==> src/rtl/mutative_dfp_arbiter_pkg.sv <==
// Shared types for the mutative cache downstream-port arbiter: arbiter
// state encoding, a cacheline request bundle and index-width helpers.
package mutative_types;

    localparam int NUM_REQ_DEFAULT    = 2;
    localparam int ADDR_WIDTH_DEFAULT = 32;
    localparam int LINE_WIDTH_DEFAULT = 256;

    // Owner/pointer width for the default requester count.
    localparam int ARB_IDX_BITS = $clog2(NUM_REQ_DEFAULT);

    typedef enum logic [0:0] {
        ARB_IDLE = 1'b0,
        ARB_BUSY = 1'b1
    } arb_state_t;

    // One requester's held cacheline request at the default widths.
    typedef struct packed {
        logic [ADDR_WIDTH_DEFAULT-1:0] addr;
        logic                          read;
        logic                          write;
        logic [LINE_WIDTH_DEFAULT-1:0] wdata;
    } dfp_req_t;

    // Index width for an arbitrary requester count (never below one bit).
    function automatic int idx_bits(input int n);
        return (n > 1) ? $clog2(n) : 1;
    endfunction

endpackage

==> src/rtl/mutative_dfp_arbiter_if.sv <==
// Bundle of the per-requester dfp_* ports plus the single memory port.
// master: caches and memory model side; slave: the arbiter.
interface mutative_dfp_arbiter_if #(
    parameter int NUM_REQ    = 2,
    parameter int ADDR_WIDTH = 32,
    parameter int LINE_WIDTH = 256
);
    logic [NUM_REQ-1:0][ADDR_WIDTH-1:0] req_addr;
    logic [NUM_REQ-1:0]                 req_read;
    logic [NUM_REQ-1:0]                 req_write;
    logic [NUM_REQ-1:0][LINE_WIDTH-1:0] req_wdata;
    logic [LINE_WIDTH-1:0]              req_rdata;
    logic [NUM_REQ-1:0]                 req_resp;

    logic [ADDR_WIDTH-1:0]              mem_addr;
    logic                               mem_read;
    logic                               mem_write;
    logic [LINE_WIDTH-1:0]              mem_wdata;
    logic [LINE_WIDTH-1:0]              mem_rdata;
    logic                               mem_resp;

    modport master (
        output req_addr, req_read, req_write, req_wdata, mem_rdata, mem_resp,
        input  req_rdata, req_resp, mem_addr, mem_read, mem_write, mem_wdata
    );

    modport slave (
        input  req_addr, req_read, req_write, req_wdata, mem_rdata, mem_resp,
        output req_rdata, req_resp, mem_addr, mem_read, mem_write, mem_wdata
    );

endinterface

==> src/rtl/mutative_dfp_arbiter_picker.sv <==
// Combinational winner selection for the dfp arbiter.
// MUTATIVE_DFP_ARB_RR_EN defined: round-robin starting at ptr.
// MUTATIVE_DFP_ARB_RR_EN undefined: fixed priority, lowest index wins.
module mutative_arb_picker #(
    parameter int NUM_REQ  = 2,
    parameter int IDX_BITS = 1
) (
    input  logic [NUM_REQ-1:0]  pending,
    input  logic [IDX_BITS-1:0] ptr,
    output logic [IDX_BITS-1:0] winner,
    output logic                any_pending
);

    logic [IDX_BITS-1:0] base;

`ifdef MUTATIVE_DFP_ARB_RR_EN
    assign base = ptr;
`else
    // Fixed priority is a scan that always starts at requester 0.
    logic unused_ptr;
    assign unused_ptr = ^ptr;
    assign base       = '0;
`endif

    assign any_pending = |pending;

    // Scan from base upward with wrap; first pending requester wins.
    always_comb begin
        logic [IDX_BITS:0]   sum;
        logic [IDX_BITS-1:0] cand;
        logic                found;
        // NOTE: every variable gets a default before any conditional write,
        // so no path leaves one holding its old value (no latch).
        winner = '0;
        found  = 1'b0;
        sum    = '0;
        cand   = '0;
        for (int k = 0; k < NUM_REQ; k++) begin
            sum = {1'b0, base} + (IDX_BITS+1)'(k);
            if (sum >= (IDX_BITS+1)'(NUM_REQ)) begin
                sum = sum - (IDX_BITS+1)'(NUM_REQ);
            end
            cand = sum[IDX_BITS-1:0];
            if (!found && pending[cand]) begin
                winner = cand;
                found  = 1'b1;
            end
        end
    end

endmodule

==> src/rtl/mutative_dfp_arbiter.sv <==
// Shares one 256-bit cacheline memory port among NUM_REQ mutative caches.
// One transaction at a time, never preempted, one idle bubble between
// transactions. MUTATIVE_DFP_ARB_RR_EN selects round-robin over fixed
// priority and adds the round-robin pointer register.
module mutative_dfp_arbiter
    import mutative_types::*;
#(
    parameter int NUM_REQ    = 2,
    parameter int ADDR_WIDTH = 32,
    parameter int LINE_WIDTH = 256
) (
    input logic                    clk,
    input logic                    rst,
    mutative_dfp_arbiter_if.slave  bus
);

    localparam int IDX_BITS = idx_bits(NUM_REQ);

    arb_state_t          state, state_nxt;
    logic [IDX_BITS-1:0] owner, owner_nxt;
    logic [IDX_BITS-1:0] ptr;
    logic [IDX_BITS-1:0] winner;
    logic                any_pending;
    logic [NUM_REQ-1:0]  pending;

    assign pending = bus.req_read | bus.req_write;

`ifdef MUTATIVE_DFP_ARB_RR_EN
    logic [IDX_BITS-1:0] rr_ptr, rr_ptr_nxt;

    // Pointer advances past the owner when its transaction completes.
    always_comb begin
        rr_ptr_nxt = rr_ptr;
        if (state == ARB_BUSY && bus.mem_resp) begin
            rr_ptr_nxt = (owner == IDX_BITS'(NUM_REQ - 1)) ? '0 : owner + IDX_BITS'(1);
        end
    end

    // Round-robin pointer register.
    always_ff @(posedge clk) begin
        if (rst) begin
            rr_ptr <= '0;
        end else begin
            rr_ptr <= rr_ptr_nxt;
        end
    end

    assign ptr = rr_ptr;
`else
    assign ptr = '0;
`endif

    mutative_arb_picker #(
        .NUM_REQ  (NUM_REQ),
        .IDX_BITS (IDX_BITS)
    ) u_picker (
        .pending     (pending),
        .ptr         (ptr),
        .winner      (winner),
        .any_pending (any_pending)
    );

    // Next state: grant from idle, release on the memory response.
    always_comb begin
        state_nxt = state;
        owner_nxt = owner;
        unique case (state)
            ARB_IDLE: begin
                if (any_pending) begin
                    state_nxt = ARB_BUSY;
                    owner_nxt = winner;
                end
            end
            ARB_BUSY: begin
                if (bus.mem_resp) begin
                    state_nxt = ARB_IDLE;
                end
            end
            default: state_nxt = ARB_IDLE;
        endcase
    end

    // State and owner registers, synchronous reset.
    always_ff @(posedge clk) begin
        // NOTE: non-blocking assignments so every register samples
        // pre-edge values regardless of statement order.
        if (rst) begin
            state <= ARB_IDLE;
            owner <= '0;
        end else begin
            state <= state_nxt;
            owner <= owner_nxt;
        end
    end

    // Memory port and completion routing; everything is quiet when idle.
    always_comb begin
        bus.mem_addr  = '0;
        bus.mem_read  = 1'b0;
        bus.mem_write = 1'b0;
        bus.mem_wdata = '0;
        bus.req_resp  = '0;
        if (state == ARB_BUSY) begin
            bus.mem_addr        = bus.req_addr[owner];
            bus.mem_read        = bus.req_read[owner];
            bus.mem_write       = bus.req_write[owner];
            bus.mem_wdata       = bus.req_wdata[owner];
            bus.req_resp[owner] = bus.mem_resp;
        end
    end

    assign bus.req_rdata = bus.mem_rdata;

endmodule

==> src/flat_wrapper.sv <==
// flat-port wrapper written by rule: the top's interface ports become plain ports
module mutative_dfp_arbiter_flat import mutative_types::*;
#(
    parameter int NUM_REQ    = 2,
    parameter int ADDR_WIDTH = 32,
    parameter int LINE_WIDTH = 256
)
  (clk, rst, bus_req_addr, bus_req_read, bus_req_write, bus_req_wdata, bus_mem_rdata, bus_mem_resp, bus_req_rdata, bus_req_resp, bus_mem_addr, bus_mem_read, bus_mem_write, bus_mem_wdata);
  mutative_dfp_arbiter_if #(.NUM_REQ(NUM_REQ), .ADDR_WIDTH(ADDR_WIDTH), .LINE_WIDTH(LINE_WIDTH)) bus_i ();
  input logic clk;
  input logic rst;
  input wire logic [$bits(bus_i.req_addr)-1:0] bus_req_addr;
  input wire logic [$bits(bus_i.req_read)-1:0] bus_req_read;
  input wire logic [$bits(bus_i.req_write)-1:0] bus_req_write;
  input wire logic [$bits(bus_i.req_wdata)-1:0] bus_req_wdata;
  input wire logic [$bits(bus_i.mem_rdata)-1:0] bus_mem_rdata;
  input wire logic [$bits(bus_i.mem_resp)-1:0] bus_mem_resp;
  output wire logic [$bits(bus_i.req_rdata)-1:0] bus_req_rdata;
  output wire logic [$bits(bus_i.req_resp)-1:0] bus_req_resp;
  output wire logic [$bits(bus_i.mem_addr)-1:0] bus_mem_addr;
  output wire logic [$bits(bus_i.mem_read)-1:0] bus_mem_read;
  output wire logic [$bits(bus_i.mem_write)-1:0] bus_mem_write;
  output wire logic [$bits(bus_i.mem_wdata)-1:0] bus_mem_wdata;
  assign bus_i.req_addr = bus_req_addr;
  assign bus_i.req_read = bus_req_read;
  assign bus_i.req_write = bus_req_write;
  assign bus_i.req_wdata = bus_req_wdata;
  assign bus_i.mem_rdata = bus_mem_rdata;
  assign bus_i.mem_resp = bus_mem_resp;
  assign bus_req_rdata = bus_i.req_rdata;
  assign bus_req_resp = bus_i.req_resp;
  assign bus_mem_addr = bus_i.mem_addr;
  assign bus_mem_read = bus_i.mem_read;
  assign bus_mem_write = bus_i.mem_write;
  assign bus_mem_wdata = bus_i.mem_wdata;
  mutative_dfp_arbiter #(.NUM_REQ(NUM_REQ), .ADDR_WIDTH(ADDR_WIDTH), .LINE_WIDTH(LINE_WIDTH)) u_core (.clk(clk), .rst(rst), .bus(bus_i));
endmodule
==> config.mk <==
export PLATFORM = sky130hd
export DESIGN_NAME = mutative_dfp_arbiter_flat
export DESIGN_NICKNAME = d
export VERILOG_FILES = /design/src/rtl/mutative_dfp_arbiter_pkg.sv /design/src/rtl/mutative_dfp_arbiter_if.sv /design/src/rtl/mutative_dfp_arbiter_picker.sv /design/src/rtl/mutative_dfp_arbiter.sv /design/src/flat_wrapper.sv
export SDC_FILE = /design/constraint.sdc
export NUM_CORES = 1
export LEC_CHECK = 0
export BUFFER_PORTS_ARGS = -buffer_cell sky130_fd_sc_hd__buf_4
export CORE_AREA = 2 2 537 539
export CTS_CLUSTER_DIAMETER = 200
export DETAILED_ROUTE_END_ITERATION = 10
export DIE_AREA = 0 0 539 541
export MAX_ROUTING_LAYER = met4
export PLACE_DENSITY = 0.3
export REMOVE_ABC_BUFFERS = 1
export SETUP_SLACK_MARGIN = 0.15
export SLEW_MARGIN = 40
export SYNTH_ARGS = -nofsm -noshare
export SYNTH_HDL_FRONTEND = slang
export SYNTH_HIERARCHICAL = 1
export SYNTH_SLANG_ARGS = --single-unit
==> constraint.sdc <==
create_clock -name clk -period 2.2 [get_ports clk]
set_clock_uncertainty 0.15 [all_clocks]
set_input_delay 0.44 -clock clk [delete_from_list [all_inputs] [get_ports clk]]
set_output_delay 0.44 -clock clk [all_outputs]
set_load 0.05 [all_outputs]
Word level (Yosys, flattened, before mapping)
Index checks and enable logic that the tools add are counted.
{"block": "word_totals", "mem_count": 0, "latchBits": 0, "wordCells": 32, "output_inout_bits": 548, "ram_bits": 0, "in_bits": 839, "reg_bits": 2, "romBits": 0}
{"block": "classes", "mul": 0, "n_addsub": 0, "div_mod_pow": 0, "n_lt_le_gt_ge": 2, "bitwise_logic": 3, "mux": 20, "eq_ne": 0, "reduce_logical": 5, "n_shift": 0}
{"operator": "256-bit two-way mux", "count": 3}
{"operator": "32-bit two-way mux", "count": 3}
{"operator": "1-bit two-way mux", "count": 11}
{"operator": "2-bit bitwise AND", "count": 1}
{"operator": "1-bit logical AND", "count": 2}
{"operator": "1-bit by 2-bit < comparator with 1-bit output, second input constant", "count": 1}
{"operator": "2-bit two-way mux", "count": 1}
{"operator": "2-bit bitwise OR", "count": 1}
{"operator": "1-bit one-hot mux with 2 select lines", "count": 1}
{"operator": "2-bit AND reduction", "count": 1}
{"operator": "2-bit OR reduction", "count": 1}
{"operator": "1-bit demux with 1-bit select", "count": 1}
{"operator": "1-bit greater-or-equal comparator, second input constant", "count": 1}
{"operator": "1-bit zero test", "count": 1}
{"operator": "1-bit NOT", "count": 1}

Longest topological paths before layout
Gate-level depths: netlist of run 1.
{"block": "depth", "ltp_word": 6, "depth_mapped": 5, "mapped_depth_nobuf": 4}

By module
Netlist of run 1, hierarchy kept.
{"mod": "mutative_dfp_arbiter", "seq_area_each_um2": 40.0, "n_inst": 1, "cells_each": 915, "area_per_inst_um2": 7368.3}
{"mod": "mutative_arb_picker", "seq_area_each_um2": 0.0, "n_inst": 1, "cells_each": 2, "area_per_inst_um2": 12.5}

Worst setup path before layout of run 1
No wires, ideal clock.
{"block": "synth_timing", "path_type": "flip-flop to output port", "from": "reg u_core.owner", "to": "out bus_mem_wdata[100]", "path_stages_with_launch": 6, "path_slack_ns": 0.089, "t_arrival_ns": 1.521, "path_buffers": 3, "required_time_ns": 1.610, "path_cell_list": "dfxtp_1 -> buf_6 -> buf_12 -> buf_8 -> mux2i_1 -> nor2b_1"}
{"block": "synth_via", "elab_chain_len": 3}
{"item": "start: declaration", "line_no": "mutative_dfp_arbiter.sv:20", "source": "logic [IDX_BITS-1:0] owner, owner_nxt;"}
{"item": "start signal: assignment", "line_no": "mutative_dfp_arbiter.sv:92", "source": "owner <= owner_nxt;"}
{"item": "256-bit two-way mux (implied by the code) (2 in series)", "line_no": "mutative_dfp_arbiter.sv:107", "source": "bus.mem_wdata = bus.req_wdata[owner];"}
{"item": "256-bit two-way mux", "line_no": "mutative_dfp_arbiter.sv:103", "source": "if (state == ARB_BUSY) begin"}
{"item": "end: declaration", "line_no": "flat_wrapper.sv:23", "source": "output wire logic [$bits(bus_i.mem_wdata)-1:0] bus_mem_wdata;"}
Every way passes these cells. The select of a mux whose other input is x is not followed.

Worst setup path in the final report of run 1
{"block": "layout_timing", "from": "reg u_core.owner", "to": "out bus_mem_wdata[5]"}
The elaborated chain is that of the path after synthesis.

==> results.md, run 1 <==
- Status: finished with violations
- Failing checks: setup timing
- Number of global-route vias before repair: 11200
- Clk Latency, worst-skew pair: 230 ps
- Via count: about 12000
- Kind of critical path: reg -> out
- Post-Route M1 WL: around 120 mm
- DR iter-0 viols: 973
- WP data arrival: between 1500 and 2000 ps
- Period minus WS final: ~2600 ps
- CTS clk-pin slew, worst paths: 30 ps
- Total track usage: 18.4%
- Initial core utilization: 2.58%
- Final hold slack: between 300 and 400 ps
- Synth Instances: about 920
- Worst Path Buf+Inv: 4
- First-pass GRT wire length: 298 mm
- Pin count of the biggest net entering global routing: 100
- Ys Warns: 6
- Synth-to-Final Area Change: 211%
- Met2 WL: 96.1 mm
- Crit-path cells: buf_4 > buf_16 > buf_16 > mux2i_4 > nor2b_1 > buf_6
- Placer Congestion: 0.873
- Die Span Y: 541 um
- Net count reported at finish: 2433
- Pins Over Slew Limit: 0
- Avg Cell Area, Syn: slightly above 8 um2
- CP dominant cell by count: buf_16
- RSZ-0062 raised after global routing: true
- TritonRoute pass-1 iters: 5
- Worst Setup End Kind: output port
- Hold-fix buffers, CTS: 0
- Worst EP required: 1610 ps
- Final Setup Violations: 277
- Hold Crit Class: in -> reg
- Highest Signal Layer: met4
- Critical path's slowest cell: mux2i_4
- Relative slew slack: approximately 63%
- VDD IR-drop max: around 190 uV
- F_max: 389 MHz
- Clk buf depth: 2
- WL final: 271 mm
- Max-cap violations: 0
- TritonCTS buffer count: 3
- Clock Sinks: 2
- CP top delay family: buffers and inverters
- CTS tree: built
- Port Buf Inserts: 874
- Post-DP HPWL: 241 mm
- DRT antenna net count: 0
- Max FO, Critical Path: 7
- Die area: between 200000 and 300000 um2
- Mapped cell area: 7380 um2
- Std cell rows: 197
- Power per Cell Area: between 300 and 400 nW/um2
- Antenna violations before repair: 80
- H-tree Lvls: 1
- CORE AREA: 286000 um2
- Setup tns final: -56100 ps
- I/O pin cnt: 1387
- Final Hold Viols: 0
- Drc violations: 0
- Die width: between 500 and 600 um
- CTS Root Cell: clkbuf_16
- Wirelength per Cell: 50.2 um
- Leakage: between 7 and 8 nW
- Met3 wire length: 53.0 mm
- Fin worst setup slack: -372 ps
- Delay of the slowest critical-path stage: 520 ps
- Global route overflow: 0
- Final Cycle Share: 117%
- CP Launch Type: register
- Via density per instance: roughly 2.2
- Share of cells above drive strength 1: around 83%
- Least-Margin Pin Slew: between 500 and 600 ps
==> registers in the layout, indices dropped and copies added (netlist names) <==
| register | flops |
|---|---|
| u_core/state | 1 |
| u_core/owner | 1 |
==> repair_timing <==
| action | in CTS | in global routing |
|---|---|---|
| resized for setup | 667 | 322 |
| setup endpoints to repair | 291 | 292 |
| pin swaps | 0 | 1 |
| buffers inserted | 52 | 10 |
| gates cloned | 22 | 2 |
==> per-stage QoR <==
stage | total power, mW | area (um2) | worst slack, ps | cells | utilization [%]
4_1_cts | 6.92 | 21300 | -353 | 5361 | 7.43
3_3_place_gp | 5.53 | 17000 | -755 | 5285 | 5.94
5_1_grt | 7.34 | 22900 | -394 | 5410 | 8.00
2_1_floorplan | 2.39 | 4840 | -10620 | 595 | -
6_report | 7.08 | 22900 | -372 | 5411 | 8.00
3_5_place_dp | 5.58 | 17100 | -433 | 5285 | 5.98
==> report_power, final <==
group / leakage (nW) / internal, mW / switching (mW) / total (mW)
clock network: 0.0372 / 0.232 / 0.0549 / 0.287
registers: 0.0178 / 0.0386 / 0.00671 / 0.0453
logic: 7.71 / 2.72 / 4.03 / 6.74
total: 7.76 / 2.99 / 4.09 / 7.08
==> placed cells by master (no fill, tap or decap), types with 26 or more instances in the layout <==
cell	instances
mux2i_1	119
mux2i_4	137
diode_2	38
buf_8	37
buf_6	197
nor2b_1	140
buf_12	131
buf_4	594
buf_16	31
mux2i_2	34
nor2b_4	26
nor2b_2	127
==> area by class of cell <==
type                       instances  area (um2)
timing repair buffer             994       10800
fill                           33500      263000
multi-input combinational        593        7170
antenna                           38        95.1
sequential                         2        47.5
clock buffer                       3        75.1
tap                             3781        4730
==> layer usage <==
metal,global-route usage (%),vias to the layer above
met1,22.8,5603
li1,-,4173
met2,22.4,1891
met3,16.7,126
met5,-,-
met4,0.657,0
==> path summary, 6_finish.rpt <==
path	startpoint	cells after the start	slack [ps]	to
setup / recovery	u_core/owner$_SDFFE_PP0P_	6	-370	bus_mem_wdata[5]
hold / removal	rst	2	350	u_core/state$_SDFF_PP0_
setup reg to reg	u_core/owner$_SDFFE_PP0P_	7	310	u_core/owner$_SDFFE_PP0P_
hold reg to reg	u_core/state$_SDFF_PP0_	3	790	u_core/state$_SDFF_PP0_
Power figures use the tool's default switching activity.
==> run 2: changes to the inputs <==
Settings changed: BUFFER_PORTS_ARGS -buffer_cell sky130_fd_sc_hd__buf_4 to default, CTS_CLUSTER_DIAMETER 200 to 60, DONT_BUFFER_PORTS from default to 1.
==> run 2 against run 1 <==
  * The flow still finishes with violations (setup timing)
  * Setup slack improved by 240 ps
  * Die area is the same
  * First-iteration DRC count shrank 20%
  * Routed wire length decreased by 1.2%
==> results.md, run 2 (same netlist as run 1, synthesis figures left out) <==
- Status: finished with violations
- Failing checks: setup timing
- Clk Latency, worst-skew pair: 230 ps (about the same)
- Multi-input logic area: 7480 um2 (+4.3%)
- Design Area, Final: 19700 um2 (-14%)
- VDD IR-drop max: 111 uV (-41%)
- Worst R2R Setup Slack: 680 ps (+370 ps)
- Hold wc startpoint: rst
- Net count reported at finish: 1820 (-25%)
- Reg2reg end: u_core/owner$_SDFFE_PP0P_
- Final Hold Viols: 0 (unchanged)
- H-tree Lvls: 1 (unchanged)
- First-pass GRT wire length: 289 mm (-3.0%)
- Power per Cell Area: 330 nW/um2 (+6.8%)
- Share of cells above drive strength 1: 90.4% (+7.0 points)
- Leakage: 5.31 nW (-32%)
- Antenna violations before repair: 38 (-53%)
- Post-DP HPWL: 239 mm (-0.82%)
- Max FO, Critical Path: 8 (+1)
- Via density per instance: 1.92 (-12%)
- CTS Root Cell: clkbuf_16
- Least-Margin Pin Slew: 303 ps (-255 ps)
- Drc violations: 0 (unchanged)
- CP Launch Type: register
- Final Setup Violations: 243 (-12%)
- Period minus WS final: 2330 ps (-241 ps)
- Global route overflow: 0 (unchanged)
- Pins Over Slew Limit: 0 (unchanged)
- Total track usage: 18.1% (-0.35 points)
- CTS tree: built
- Clock Sinks: 2 (unchanged)
- I/O pin cnt: 1387 (unchanged)
- Die width: 539 um (unchanged)
- Final Cycle Share: 106% (-11 points)
- Std cell rows: 197 (unchanged)
- FILL cells: 33400 (-0.39%)
- Worst Setup End Kind: output port
- F_max: 429 MHz (+10%)
- Worst r2r src: u_core/owner$_SDFFE_PP0P_
- Wirelength per Cell: 56.0 um (+12%)
- Kind of critical path: reg -> out
- Synth-to-Final Area Change: 167%
- Pin count of the biggest net entering global routing: 39 (-61%)
- Top flop regs: u_core/owner: 1 flops, u_core/state: 1 flops
- Clk buf depth: 2 (unchanged)
- WP data arrival: 1740 ps (-240 ps)
- TritonCTS buffer count: 3 (unchanged)
- TritonRoute pass-1 iters: 5 (unchanged)
- RSZ-0062 raised after global routing: true
- DR iter-0 viols: 774 (-20%)
- Commonest non-fill, non-tap cell in the layout: buf_12
- CTS clk-pin slew, worst paths: 30 ps (about the same)
- Leading cell types in the layout, fill and taps excluded: buf_12, nor2b_2, mux2i_2, mux2i_4, mux2i_1
- Worst EP required: 1610 ps (about the same)
- Max-cap violations: 0 (unchanged)
- Setup tns final: -13000 ps (+43100 ps)
- Fin worst setup slack: -131 ps (+241 ps)
- DRT antenna net count: 0 (unchanged)
- WL final: 268 mm (-1.2%)
- Register area: 47.5 um2 (unchanged)
- Hold Crit Class: in -> reg
- Reg2reg path depth: 6 (-1)
- Die area: 292000 um2 (unchanged)
- Placer Congestion: 0.863 (-1.2%)
- Relative slew slack: 79.8% (+17 points)
- Initial core utilization: 2.58% (unchanged)
- Hold Path Stages: 1 (-1)
- Via count: 9186 (-22%)
- Pre-CTS setup slack: 66.7 ps (+500 ps)
- Placed Instance Area: 16400 um2 (-4.4%)
- Port Buf Inserts: 0 (-100%)
- CORE AREA: 286000 um2 (unchanged)
- Number of global-route vias before repair: 8313 (-25%)
- Final core utilization: 6.87% (-1.1 points)
- Die Span Y: 541 um (unchanged)
- Hold-fix buffers, CTS: 0 (unchanged)
- Hold worst-path end: u_core/state$_SDFF_PP0_
## run 2: cell count changes in the layout (fill, tap and decap cells not counted), moves of 64 or more
cell | previous run | this run
mux2i_2 | 34 | 118
buf_12 | 131 | 282
nor2b_1 | 140 | 32
nor2b_2 | 127 | 238
mux2i_1 | 119 | 55
buf_4 | 594 | 39
buf_6 | 197 | 9
## run 2: cell type report
type	count	area share (%)
repair buffers	381	37.1
clock buffers	3	0.381
diodes	24	0.305
flip-flops and latches	2	0.241
multi-input cells	593	38.0
well taps	3781	24.0
## run 2: metrics by stage
step                      hold WS [ps]  instances  total power, mW
after floorplan                    469        595             2.39
after global placement             470       4710             5.70
after detailed placement           476       4710             5.73
after CTS                          245       4741             6.49
after global routing               251       4784             6.72
final                              258       4784             6.49
## run 2: per-layer routing
layer | track usage [%] | up-vias | wire (um)
met5 | - | - | 0
met2 | 21.3 | 1737 | 92900
met1 | 22.0 | 4447 | 119000
met3 | 18.0 | 74 | 55700
met4 | 0.395 | 0 | 901
li1 | - | 2928 | -
## run 2: power by group
part / leakage, nW / switching [mW] / internal (mW) / total, mW
sequential: 0.0178 / 0.00917 / 0.0386 / 0.0478
clock: 0.0371 / 0.0483 / 0.232 / 0.280
combinational: 5.26 / 3.69 / 2.48 / 6.17
total: 5.31 / 3.74 / 2.75 / 6.49
## run 2: worst max-delay path by stage
stage / startpoint / end / slack (ps) / cells after the start
floorplan: u_core/owner$_SDFFE_PP0P_ / bus_req_resp[0] / -10620 / 1
global placement: u_core/owner$_SDFFE_PP0P_ / bus_mem_wdata[133] / 140 / 5
detailed placement: u_core/owner$_SDFFE_PP0P_ / bus_mem_wdata[13] / 70 / 5
CTS: u_core/owner$_SDFFE_PP0P_ / bus_mem_wdata[107] / -120 / 6
global route: u_core/owner$_SDFFE_PP0P_ / bus_mem_wdata[142] / -170 / 6
finish: u_core/owner$_SDFFE_PP0P_ / bus_mem_wdata[142] / -130 / 6
## run 2: repair_timing
| action | CTS | global route |
|---|---|---|
| hold endpoints to repair | 0 | 0 |
| gates resized for setup | 271 | 176 |
| cloned | 12 | 13 |
| setup endpoints to repair | 273 | 291 |
| buffers inserted | 16 | 6 |
## run 2: critical path, stage by stage, from the launching register on
cell       delay [ps]
dfxtp_4           410
buf_12            160
clkbuf_16         200
buf_16            190
mux2i_4           280
nor2b_4            70
buf_12            150
